`src/rtl/sms_pkg.sv`:
```
// Shared constants and FSM state encoding for the SMS ROM loader.
// Latency: n/a (declarations only).
// Backpressure: n/a.
package sms_pkg;

  // Default cartridge geometry: 16 KB banks, 512-byte copier header.
  localparam int DEF_AW        = 22;
  localparam int DEF_BANK_BITS = 14;
  localparam int DEF_HDR_BYTES = 512;

  // Loader FSM states, kept as plain 3-bit constants.
  typedef logic [2:0] state_t;

  localparam state_t ST_INIT   = 3'd0;
  localparam state_t ST_IDLE   = 3'd1;
  localparam state_t ST_LOAD   = 3'd2;
  localparam state_t ST_WRITE  = 3'd3;
  localparam state_t ST_FINISH = 3'd4;
  localparam state_t ST_HOLD   = 3'd5;
  localparam state_t ST_RUN    = 3'd6;

endpackage

```
`src/rtl/sms_pow2_mask.sv`:
```
// Rounds a bank count up to the next power of two and returns it minus one.
// Latency: 2..W+2 cycles from start to the one-cycle done pulse.
// Backpressure: none; a start while busy restarts with the new count.
module sms_pow2_mask
  import sms_pkg::*;
#(
  parameter int W = 8
) (
  input  logic         clk_sys,
  input  logic         reset,
  input  logic         start,
  input  logic [W:0]   n,
  output logic         done,
  output logic [W-1:0] mask
);

  logic         busy;
  logic [W:0]   p;
  logic [W:0]   n_q;

  // Double p until it covers n; p[W] set means the largest possible count is reached.
  always_ff @(posedge clk_sys) begin
    if (reset) begin
      busy <= 1'b0;
      done <= 1'b0;
      p    <= '0;
      n_q  <= '0;
      mask <= '0;
    end else begin
      done <= 1'b0;
      if (start) begin
        busy <= 1'b1;
        p    <= {{W{1'b0}}, 1'b1};
        n_q  <= n;
      end else if (busy) begin
        if ((p >= n_q) || p[W]) begin
          busy <= 1'b0;
          done <= 1'b1;
          mask <= W'(p - 1'b1);
        end else begin
          p <= p << 1;
        end
      end
    end
  end

endmodule

```
`src/rtl/sms_rom_loader.sv`:
```
// Streams a downloaded ROM image into SDRAM, then maps console reads through a bank mask.
// Latency: mem_we rises the cycle after ioctl_wr; RUN-mode mem_addr is combinational from sys_addr.
// Backpressure: ioctl_wait rises with ioctl_wr and falls the cycle after mem_ready.
module sms_rom_loader
  import sms_pkg::*;
#(
  parameter int AW          = DEF_AW,
  parameter int BANK_BITS   = DEF_BANK_BITS,
  parameter int HDR_BYTES   = DEF_HDR_BYTES,
  parameter int INIT_CYCLES = 5000000,
  parameter int POST_CYCLES = 16
) (
  input  logic                    clk_sys,
  input  logic                    reset,
  input  logic                    ioctl_download,
  input  logic                    ioctl_wr,
  input  logic [24:0]             ioctl_addr,
  input  logic [7:0]              ioctl_dout,
  output logic                    ioctl_wait,
  input  logic [AW-1:0]           sys_addr,
  output logic [AW-1:0]           mem_addr,
  output logic [7:0]              mem_din,
  output logic                    mem_we,
  input  logic                    mem_ready,
  output logic [AW-BANK_BITS-1:0] cart_mask,
  output logic                    dbr,
  output logic                    sys_reset
);

  localparam int             MW        = AW - BANK_BITS;
  localparam logic [AW:0]    HDR_W     = (AW + 1)'(HDR_BYTES);
  localparam logic [AW-1:0]  HDR_A     = AW'(HDR_BYTES);
  localparam logic [AW:0]    BANK_MASK = (AW + 1)'((1 << BANK_BITS) - 1);
  localparam logic [31:0]    INIT_LAST = 32'(INIT_CYCLES - 1);
  localparam logic [31:0]    POST_LAST = 32'(POST_CYCLES - 1);

  state_t        state;
  logic [31:0]   cnt;
  logic [AW-1:0] lat_addr;
  logic [7:0]    lat_data;
  logic [AW:0]   byte_count;
  logic          wait_q;
  logic          hdr;
  logic          fin_busy;
  logic          dl_prev;

  logic          hdr_c;
  logic [AW:0]   eff_len;
  logic [AW:0]   n_shift;
  logic [MW:0]   n_c;
  logic          pm_start;
  logic          pm_done;
  logic [MW-1:0] pm_mask;
  logic [AW-1:0] run_addr;
  logic          unused_addr_hi;

  // File offsets above the ROM window never reach SDRAM.
  assign unused_addr_hi = ^ioctl_addr[24:AW];

  // A copier header shows up as exactly HDR_BYTES left over past a bank boundary.
  assign hdr_c   = ((byte_count & BANK_MASK) == HDR_W);
  assign eff_len = hdr_c ? (byte_count - HDR_W) : byte_count;
  assign n_shift = (eff_len + BANK_MASK) >> BANK_BITS;
  assign n_c     = (n_shift == '0) ? {{MW{1'b0}}, 1'b1} : (MW + 1)'(n_shift);

  assign pm_start = (state == ST_FINISH) && !fin_busy;

  sms_pow2_mask #(
    .W (MW)
  ) u_pow2 (
    .clk_sys (clk_sys),
    .reset   (reset),
    .start   (pm_start),
    .n       (n_c),
    .done    (pm_done),
    .mask    (pm_mask)
  );

  // Console reads fold the bank index through the mask and skip the header.
  assign run_addr   = {sys_addr[AW-1:BANK_BITS] & cart_mask, sys_addr[BANK_BITS-1:0]}
                    + (hdr ? HDR_A : '0);
  assign mem_addr   = (state == ST_RUN) ? run_addr : lat_addr;
  assign mem_din    = lat_data;
  assign sys_reset  = (state != ST_RUN);
  // The stall must be visible in the same cycle as the strobe that caused it.
  assign ioctl_wait = wait_q | ((state == ST_LOAD) && ioctl_wr);

  // Loader FSM: power-on hold, byte-by-byte download, mask computation, post-load hold.
  always_ff @(posedge clk_sys) begin
    if (reset) begin
      state      <= ST_INIT;
      cnt        <= '0;
      lat_addr   <= '0;
      lat_data   <= '0;
      byte_count <= '0;
      wait_q     <= 1'b0;
      mem_we     <= 1'b0;
      cart_mask  <= '1;
      hdr        <= 1'b0;
      dbr        <= 1'b0;
      fin_busy   <= 1'b0;
      dl_prev    <= 1'b0;
    end else begin
      mem_we  <= 1'b0;
      dl_prev <= ioctl_download;
      case (state)
        ST_INIT: begin
          if (cnt == INIT_LAST) begin
            state <= ST_IDLE;
            cnt   <= '0;
          end else begin
            cnt <= cnt + 1'b1;
          end
        end
        ST_IDLE: begin
          if (ioctl_download) begin
            state      <= ST_LOAD;
            byte_count <= '0;
          end
        end
        ST_LOAD: begin
          if (ioctl_wr) begin
            lat_addr <= ioctl_addr[AW-1:0];
            lat_data <= ioctl_dout;
            wait_q   <= 1'b1;
            mem_we   <= 1'b1;
            state    <= ST_WRITE;
            // Track the highest offset seen; AW+1 bits hold 2^AW without wrapping.
            if ({1'b0, ioctl_addr[AW-1:0]} >= byte_count) begin
              byte_count <= {1'b0, ioctl_addr[AW-1:0]} + 1'b1;
            end
          end else if (!ioctl_download) begin
            state <= ST_FINISH;
          end
        end
        ST_WRITE: begin
          // A download that ended mid-write is noticed only once the write lands.
          if (mem_ready) begin
            wait_q <= 1'b0;
            state  <= ioctl_download ? ST_LOAD : ST_FINISH;
          end
        end
        ST_FINISH: begin
          if (!fin_busy) begin
            hdr      <= hdr_c;
            fin_busy <= 1'b1;
          end else if (pm_done) begin
            cart_mask <= pm_mask;
            dbr       <= 1'b1;
            fin_busy  <= 1'b0;
            cnt       <= '0;
            state     <= ST_HOLD;
          end
        end
        ST_HOLD: begin
          if (cnt == POST_LAST) begin
            state <= ST_RUN;
            cnt   <= '0;
          end else begin
            cnt <= cnt + 1'b1;
          end
        end
        ST_RUN: begin
          if (ioctl_download && !dl_prev) begin
            state      <= ST_LOAD;
            byte_count <= '0;
          end
        end
        default: state <= ST_INIT;
      endcase
    end
  end

endmodule

```
`config.mk`:
```
export PLATFORM = sky130hd
export DESIGN_NAME = sms_rom_loader
export DESIGN_NICKNAME = d
export VERILOG_FILES = /design/src/rtl/sms_pkg.sv /design/src/rtl/sms_pow2_mask.sv /design/src/rtl/sms_rom_loader.sv
export SDC_FILE = /design/constraint.sdc
export NUM_CORES = 1
export LEC_CHECK = 0
export ABC_AREA = 1
export BUFFER_PORTS_ARGS = -buffer_cell sky130_fd_sc_hd__buf_2
export CORE_ASPECT_RATIO = 2
export CORE_MARGIN = 4
export CORE_UTILIZATION = 55
export CTS_CLUSTER_DIAMETER = 30
export DETAILED_ROUTE_END_ITERATION = 10
export PLACE_DENSITY = 0.84
export SYNTH_ARGS = -nofsm -noshare
export SYNTH_HDL_FRONTEND = slang
export SYNTH_SLANG_ARGS = --single-unit
```
`constraint.sdc`:
```
create_clock -name clk_sys -period 4.5 [get_ports clk_sys]
set_input_delay 0.225 -clock clk_sys [delete_from_list [all_inputs] [get_ports clk_sys]]
set_output_delay 0.225 -clock clk_sys [all_outputs]
set_load 0.005 [all_outputs]
```
==> results of run 1 <==
[synthesized netlist by cell type (2+ instances only)]
library cell | instances | share of area (%)
nand3_1 | 76 | 4.9
nor2_4 | 6 | 0.86
nor3b_1 | 3 | 0.29
o2111ai_1 | 2 | 0.22
o22ai_1 | 7 | 0.56
a21oi_1 | 85 | 5.4
o21ai_0 | 84 | 5.4
nor2_1 | 159 | 7.6
inv_2 | 8 | 0.38
nor3_4 | 2 | 0.42
nand2_1 | 264 | 13
o211ai_1 | 4 | 0.38
dfxtp_1 | 130 | 33
nor2_2 | 5 | 0.40
nor4_1 | 19 | 1.5
o21a_1 | 2 | 0.19
or2_2 | 5 | 0.40
buf_2 | 4 | 0.26
nand3b_1 | 2 | 0.19
inv_1 | 121 | 5.8
nand3_4 | 3 | 0.67
a211oi_1 | 5 | 0.48
buf_1 | 3 | 0.14
nand4_1 | 21 | 1.7
nor3_2 | 2 | 0.26
xor2_1 | 23 | 2.6
ha_1 | 37 | 5.9
clkbuf_1 | 19 | 0.91
nand2_2 | 5 | 0.40
xnor2_1 | 5 | 0.56
clkinv_1 | 2 | 0.096
nand3_2 | 3 | 0.38
nor3_1 | 46 | 2.9
[layout make-up]
| cell class | instances | area, um^2 | share of cell area, % |
|---|---|---|---|
| timing repair buffer | 101 | 513 | 5.67 |
| sequential | 130 | 2600 | 28.8 |
| multi-input combinational | 886 | 4590 | 50.8 |
| inverter | 132 | 500 | 5.53 |
| clock buffer | 19 | 453 | 5.00 |
| clock inverter | 13 | 151 | 1.67 |
| tap | 189 | 236 | 2.61 |
[per-stage QoR]
| step | total power, uW | instances | setup WS (ns) |
|---|---|---|---|
| floorplan | 2450 | 1177 | 2.47 |
| global placement | 2810 | 1438 | 1.56 |
| detailed placement | 2850 | 1438 | 1.54 |
| CTS | 4250 | 1470 | 1.54 |
| global route | 4510 | 1470 | 1.26 |
| finish | 4260 | 1470 | 1.47 |
[kinds of logic after synthesis]
kind of cell / Yosys count
buffers and inverters: 161
AND/OR/NAND/NOR: 625
XOR/XNOR: 28
flip-flops: 130
AO/OA/AOI/OAI: 196
adder cells (fa/ha/maj): 37
[path summary, 6_finish.rpt]
path,startpoint,endpoint
worst max-delay path,state[1],byte_count[17]
worst min-delay path,ioctl_dout[2],mem_din[2]
worst min register to register,u_pow2.mask[7],u_pow2.mask[7]
worst max register to register,state[1],byte_count[17]
[where the power goes]
group | switching, uW | internal [uW]
registers | 121 | 1320
clock network | 547 | 854
logic | 943 | 478
total | 1610 | 2650
[per-layer routing]
metal | up-vias | global-route usage [%] | routed length, um
met5 | - | 0 | 0
met4 | 0 | 15.6 | 1090
met3 | 89 | 4.09 | 1180
met2 | 355 | 51.7 | 12200
met1 | 3761 | 28.6 | 8090
li1 | 4085 | - | -
[state kept, by name (all words and copies together) (netlist names)]
name,flops
u_pow2.n_q,9
u_pow2.busy,1
fin_busy,1
cnt,32
lat_addr,22
hdr,1
wait_q,1
dl_prev,1
byte_count,23
cart_mask,8
state,3
dbr,1
mem_din,8
mem_we,1
u_pow2.mask,8
u_pow2.done,1
u_pow2.p,9
[tightest hold or removal path, stage by stage]
cell    delay (ns)
buf_2         0.07
nor2_1        0.03
nor2_1        0.08
==> impl_metrics.json, run 1 <==
{
  "status": "complete, no violations",
  "fin_hold_ws_ns": 0.0283,
  "critPathRequiredTime_ns": 4.81,
  "r2r_setup_slack_ns": 1.47,
  "hold_class": "input port to register",
  "io_buffers": 98,
  "ir_worst_vdd_v": 0.000298,
  "netlist_instances": 1177,
  "power_density_mw_per_mm2": 471,
  "final_cell_mix": "264 x nand2_1, 158 x nor2_1, 130 x dfxtp_1, 121 x inv_1, 98 x buf_2",
  "synth_seq_cells": 130,
  "grt_max_degree": 48,
  "post-cts-setup-buffers": 0,
  "finalHoldViolCount": 0,
  "rsz0062_at_grt": "false",
  "initial_core_util_pct": 56.0,
  "place.gp.congestion": 0.946,
  "cp-end-kind": "register",
  "htree_levels": 4,
  "reg2reg_depth": 11,
  "num_vias": 8290,
  "layout_commonest_cell": "nand2_1",
  "worst-setup-path-type": "register to register",
  "first_iter_violations": 492,
  "seq_area_frac_synth_pct": 33.3,
  "synth.mux.area_fraction_pct": 0,
  "critPathMaxFanout": 24,
  "synth_compound_area_share_pct": 13.5,
  "die-area_mm2": 0.0163,
  "grt_pass1_vias": 8091,
  "cts_inserted_buffers": 17,
  "tightest_slew_ns": 0.912,
  "tritoncts": "built",
  "clock.fmax_mhz": 330,
  "cp-start-kind": "register",
  "synth_ff_type": "dfxtp_1",
  "place_area_mm2": 0.00845,
  "fin_tns_setup_ns": 0,
  "slowest_delay_ns": 0.59,
  "cts_max_path_buffers": 2,
  "antenna_found_initial": 0,
  "diodes": 0,
  "io_pins": 102,
  "syn_avg_cell_area_um2": 6.65,
  "crit_chain": "inv_2, nor2_1, inv_1, nor2_4, inv_1, a211oi_4, nand2_2, inv_2, nand2_1, nand2_1, nor2_1",
  "root_buffer": "clkbuf_16",
  "fin_crit_ns": 3.03,
  "netlist_area_mm2": 0.00782,
  "wl_um": 22500,
  "cap_viol_max_count": 0,
  "syn_nets": 1274,
  "path_clk_slew_ns": 0.06,
  "path_delay_family": "simple AND/OR/NAND/NOR gates",
  "grt_overflow": 0,
  "yosys.area_share.simple_pct": 36.1,
  "drtAntennaViolNets": 0,
  "synth_top_family_by_area": "simple AND/OR/NAND/NOR gates",
  "period_share_pct": 67.3,
  "cts.hold.buffers_added": 0,
  "slew_headroom_pct": 39.2,
  "synth-xor-area-share_pct": 3.14,
  "vias_per_cell": 5.64,
  "track_usage_pct": 27.6,
  "min_path_cells": 3,
  "crit_cells": 11,
  "clock_latency_ns": 0.42,
  "finalMaxSlewViolations": 0,
  "dp_hpwl_um": 17100,
  "synth_edf_count": 0,
  "fin_area_mm2": 0.00905,
  "cp.arrival_ns": 3.34,
  "p_leak_uw": 0.00395,
  "die_w_um": 92.3,
  "layout-drive-gt1-share_pct": 14.0,
  "firstDrtPassIters": 5,
  "crit_path_top_delay_cell": "a211oi_4",
  "setup_viol": 0,
  "fin_util_pct": 64.8,
  "cts.sinks": 130,
  "nFillCells": 1282,
  "fin_nets": 1365,
  "synthDistinctLibCells": 48,
  "routedWlPerCell_um": 15.3,
  "fp-row-count": 61,
  "crit_buf_inv": 4,
  "postSynth.asyncResetShare_pct": 0,
  "area_delta_synth_final_pct": 15.7,
  "finalClockSkew_ns": 0.00926,
  "remaining_drc_errors": 0,
  "die_h_um": 177,
  "cts-resized-gates": 0,
  "synth_warnings": 0,
  "synth-adder-area-share_pct": 5.92,
  "coreArea_mm2": 0.0140,
  "grt_pass1_wl_um": 36400
}
No activity file was read; power rests on OpenSTA's default activity.
==> run 2, diff against run 1 <==
==> constraint.sdc (replaced) <==
create_clock -name clk_sys -period 2.9 [get_ports clk_sys]
set_input_delay 0.145 -clock clk_sys [delete_from_list [all_inputs] [get_ports clk_sys]]
set_output_delay 0.145 -clock clk_sys [all_outputs]
set_load 0.005 [all_outputs]
==> run 2 against run 1 <==
- clock power up 46%
- worst hold slack better by 0.014 ns
- first-iteration DRC count up 17%
- clock-buffer cell count down 1
- total power up 55%
- sequential power up 56%
- largest cell class unchanged
==> impl_metrics.json, run 2 (synthesized netlist as in run 1, its figures left out) <==
{
  "fin_hold_ws_ns": 0.0420,
  "drtAntennaViolNets": 0,
  "whs_endpoint": "lat_addr[10]",
  "r2r_end": "byte_count[6]",
  "setup_slack_ns": 0.434,
  "p_leak_uw": 0.00401,
  "root_buffer": "clkbuf_16",
  "finalMaxSlewViolations": 0,
  "fin_nets": 1385,
  "pwr-share-seq_pct": 33.8,
  "m1WireLength_um": 7990,
  "combinationalPowerShare_pct": 35.2,
  "ir_worst_vdd_v": 0.000430,
  "timing.rr.start": "byte_count[2]",
  "critPathRequiredTime_ns": 2.76,
  "cts.sinks": 130,
  "remaining_drc_errors": 0,
  "grt_max_degree": 56,
  "cp-end-kind": "output pin",
  "setup_viol": 0,
  "path_clk_slew_ns": 0.06,
  "grt_pass1_wl_um": 37700,
  "routedWlPerCell_um": 15.6,
  "die-area_mm2": 0.0163,
  "met2_length_um": 12400,
  "clock_latency_ns": 0.42,
  "p_sw_uw": 2540,
  "grt_pass1_vias": 8289,
  "swShare_pct": 38.4,
  "nFillCells": 1282,
  "cts_inserted_buffers": 17,
  "diodes": 0,
  "area_delta_synth_final_pct": 17.5,
  "fin_tns_setup_ns": 0,
  "critPathMaxFanout": 3,
  "intPower_uw": 4070,
  "num_vias": 8475,
  "route.top_layer_used": "met4",
  "r2r_setup_slack_ns": 0.52,
  "htree_levels": 4,
  "io_pins": 102,
  "post-cts-setup-buffers": 0,
  "final_cell_mix": "264 x nand2_1, 158 x nor2_1, 130 x dfxtp_1, 121 x inv_1, 98 x buf_2",
  "reg2reg_depth": 14,
  "die_h_um": 177,
  "period_share_pct": 85.0,
  "route.met3.wl_um": 1350,
  "pre_cts_ws_ns": 0.630,
  "rsz0062_at_grt": "false",
  "tightest_slew_ns": 0.654,
  "tritoncts": "built",
  "firstDrtPassIters": 5,
  "power_density_mw_per_mm2": 719,
  "min_path_cells": 3,
  "cap_viol_max_count": 0,
  "initial_core_util_pct": 56.0,
  "cts_max_path_buffers": 2,
  "clkPwrFrac_pct": 30.9,
  "cts-resized-gates": 0,
  "clock.fmax_mhz": 406,
  "worst-setup-path-type": "register to output pin",
  "status": "complete, no violations",
  "dp_hpwl_um": 17300,
  "cp.arrival_ns": 2.32,
  "finalClockSkew_ns": 0.00722,
  "layout_commonest_cell": "nand2_1",
  "finalHoldViolCount": 0,
  "io_buffers": 98,
  "fin_crit_ns": 2.47,
  "layout-drive-gt1-share_pct": 14.5,
  "place.gp.congestion": 0.985,
  "hold_class": "input port to register",
  "regMostFlops": "cnt",
  "min_from": "ioctl_addr[10]",
  "grt_overflow": 0,
  "vias_per_cell": 5.69,
  "wl_um": 23200,
  "antenna_found_initial": 0,
  "largestRegisters": "cnt: 32 flops, byte_count: 23 flops, lat_addr: 22 flops",
  "fp-row-count": 61,
  "fin_util_pct": 65.8,
  "first_iter_violations": 574,
  "slew_headroom_pct": 56.0,
  "track_usage_pct": 28.8,
  "largest_register_ffs": 32,
  "cp-start-kind": "register",
  "die_w_um": 92.3,
  "coreArea_mm2": 0.0140
}
## run 2: changes by cell type in the layout (fill, tap and decap cells not counted), sizes merged
cell         delta
buf            +11
bufinv          -1
clkbuf          -1
clkinv          -4
clkinvlp        +5
dlygate4sd3     +9
inv             +1
## run 2: power groups by stage
stage / Clock [uW] / Combinational (uW) / Sequential [uW]
6_report: 2040 / 2330 / 2240
5_1_grt: 2150 / 2610 / 2260
4_1_cts: 2060 / 2300 / 2230
3_5_place_dp: 0 / 2260 / 2260
3_3_place_gp: 0 / 2210 / 2250
2_1_floorplan: 0 / 1580 / 2220
## run 2: final cells by class
| class | count | area (um^2) | share of cell area, % |
|---|---|---|---|
| multi-input combinational | 886 | 4590 | 50.0 |
| sequential | 130 | 2600 | 28.3 |
| timing repair buffer | 121 | 698 | 7.59 |
| inverter | 132 | 500 | 5.44 |
| clock buffer | 18 | 429 | 4.67 |
| tap | 189 | 236 | 2.57 |
| clock inverter | 14 | 133 | 1.44 |
## run 2: timing repair
| item | in CTS | in global routing |
|---|---|---|
| hold buffers | 9 | 0 |
| endpoints found under the hold margin | 9 | 0 |
| endpoints found under the setup margin | 0 | 0 |
## run 2: critical path, cell delays in order, from the launching register on
cell and delay, ns:
dfxtp_1 0.36, ha_1 0.18, ha_1 0.20, nand4_1 0.17
nor3_1 0.32, nand4_1 0.16, xnor2_1 0.15, o21ai_0 0.21
buf_2 0.16
## run 2: layer usage
| metal | vias to the layer above | track usage (%) |
|---|---|---|
| met3 | 110 | 5.02 |
| met1 | 3864 | 28.1 |
| met2 | 374 | 53.8 |
| met5 | - | 0 |
| li1 | 4127 | - |
| met4 | 0 | 19.4 |
## run 2: worst max-delay path by stage
stage | startpoint | end | slack (ns)
3_3_place_gp | u_pow2.p[2] | u_pow2.p[6] | 0.64
2_1_floorplan | byte_count[14] | byte_count[14] | 0.87
3_5_place_dp | cnt[1] | cnt[22] | 0.63
5_1_grt | hdr | mem_addr[21] | 0.19
6_report | hdr | mem_addr[21] | 0.43
4_1_cts | hdr | mem_addr[21] | 0.39
## run 2: metrics by stage
stage	instances	cell area [um^2]	power, uW
finish	1490	9190	6610
global route	1490	9190	7020
CTS	1490	9190	6590
detailed placement	1449	8540	4520
global placement	1449	8540	4460
floorplan	1177	7820	3800
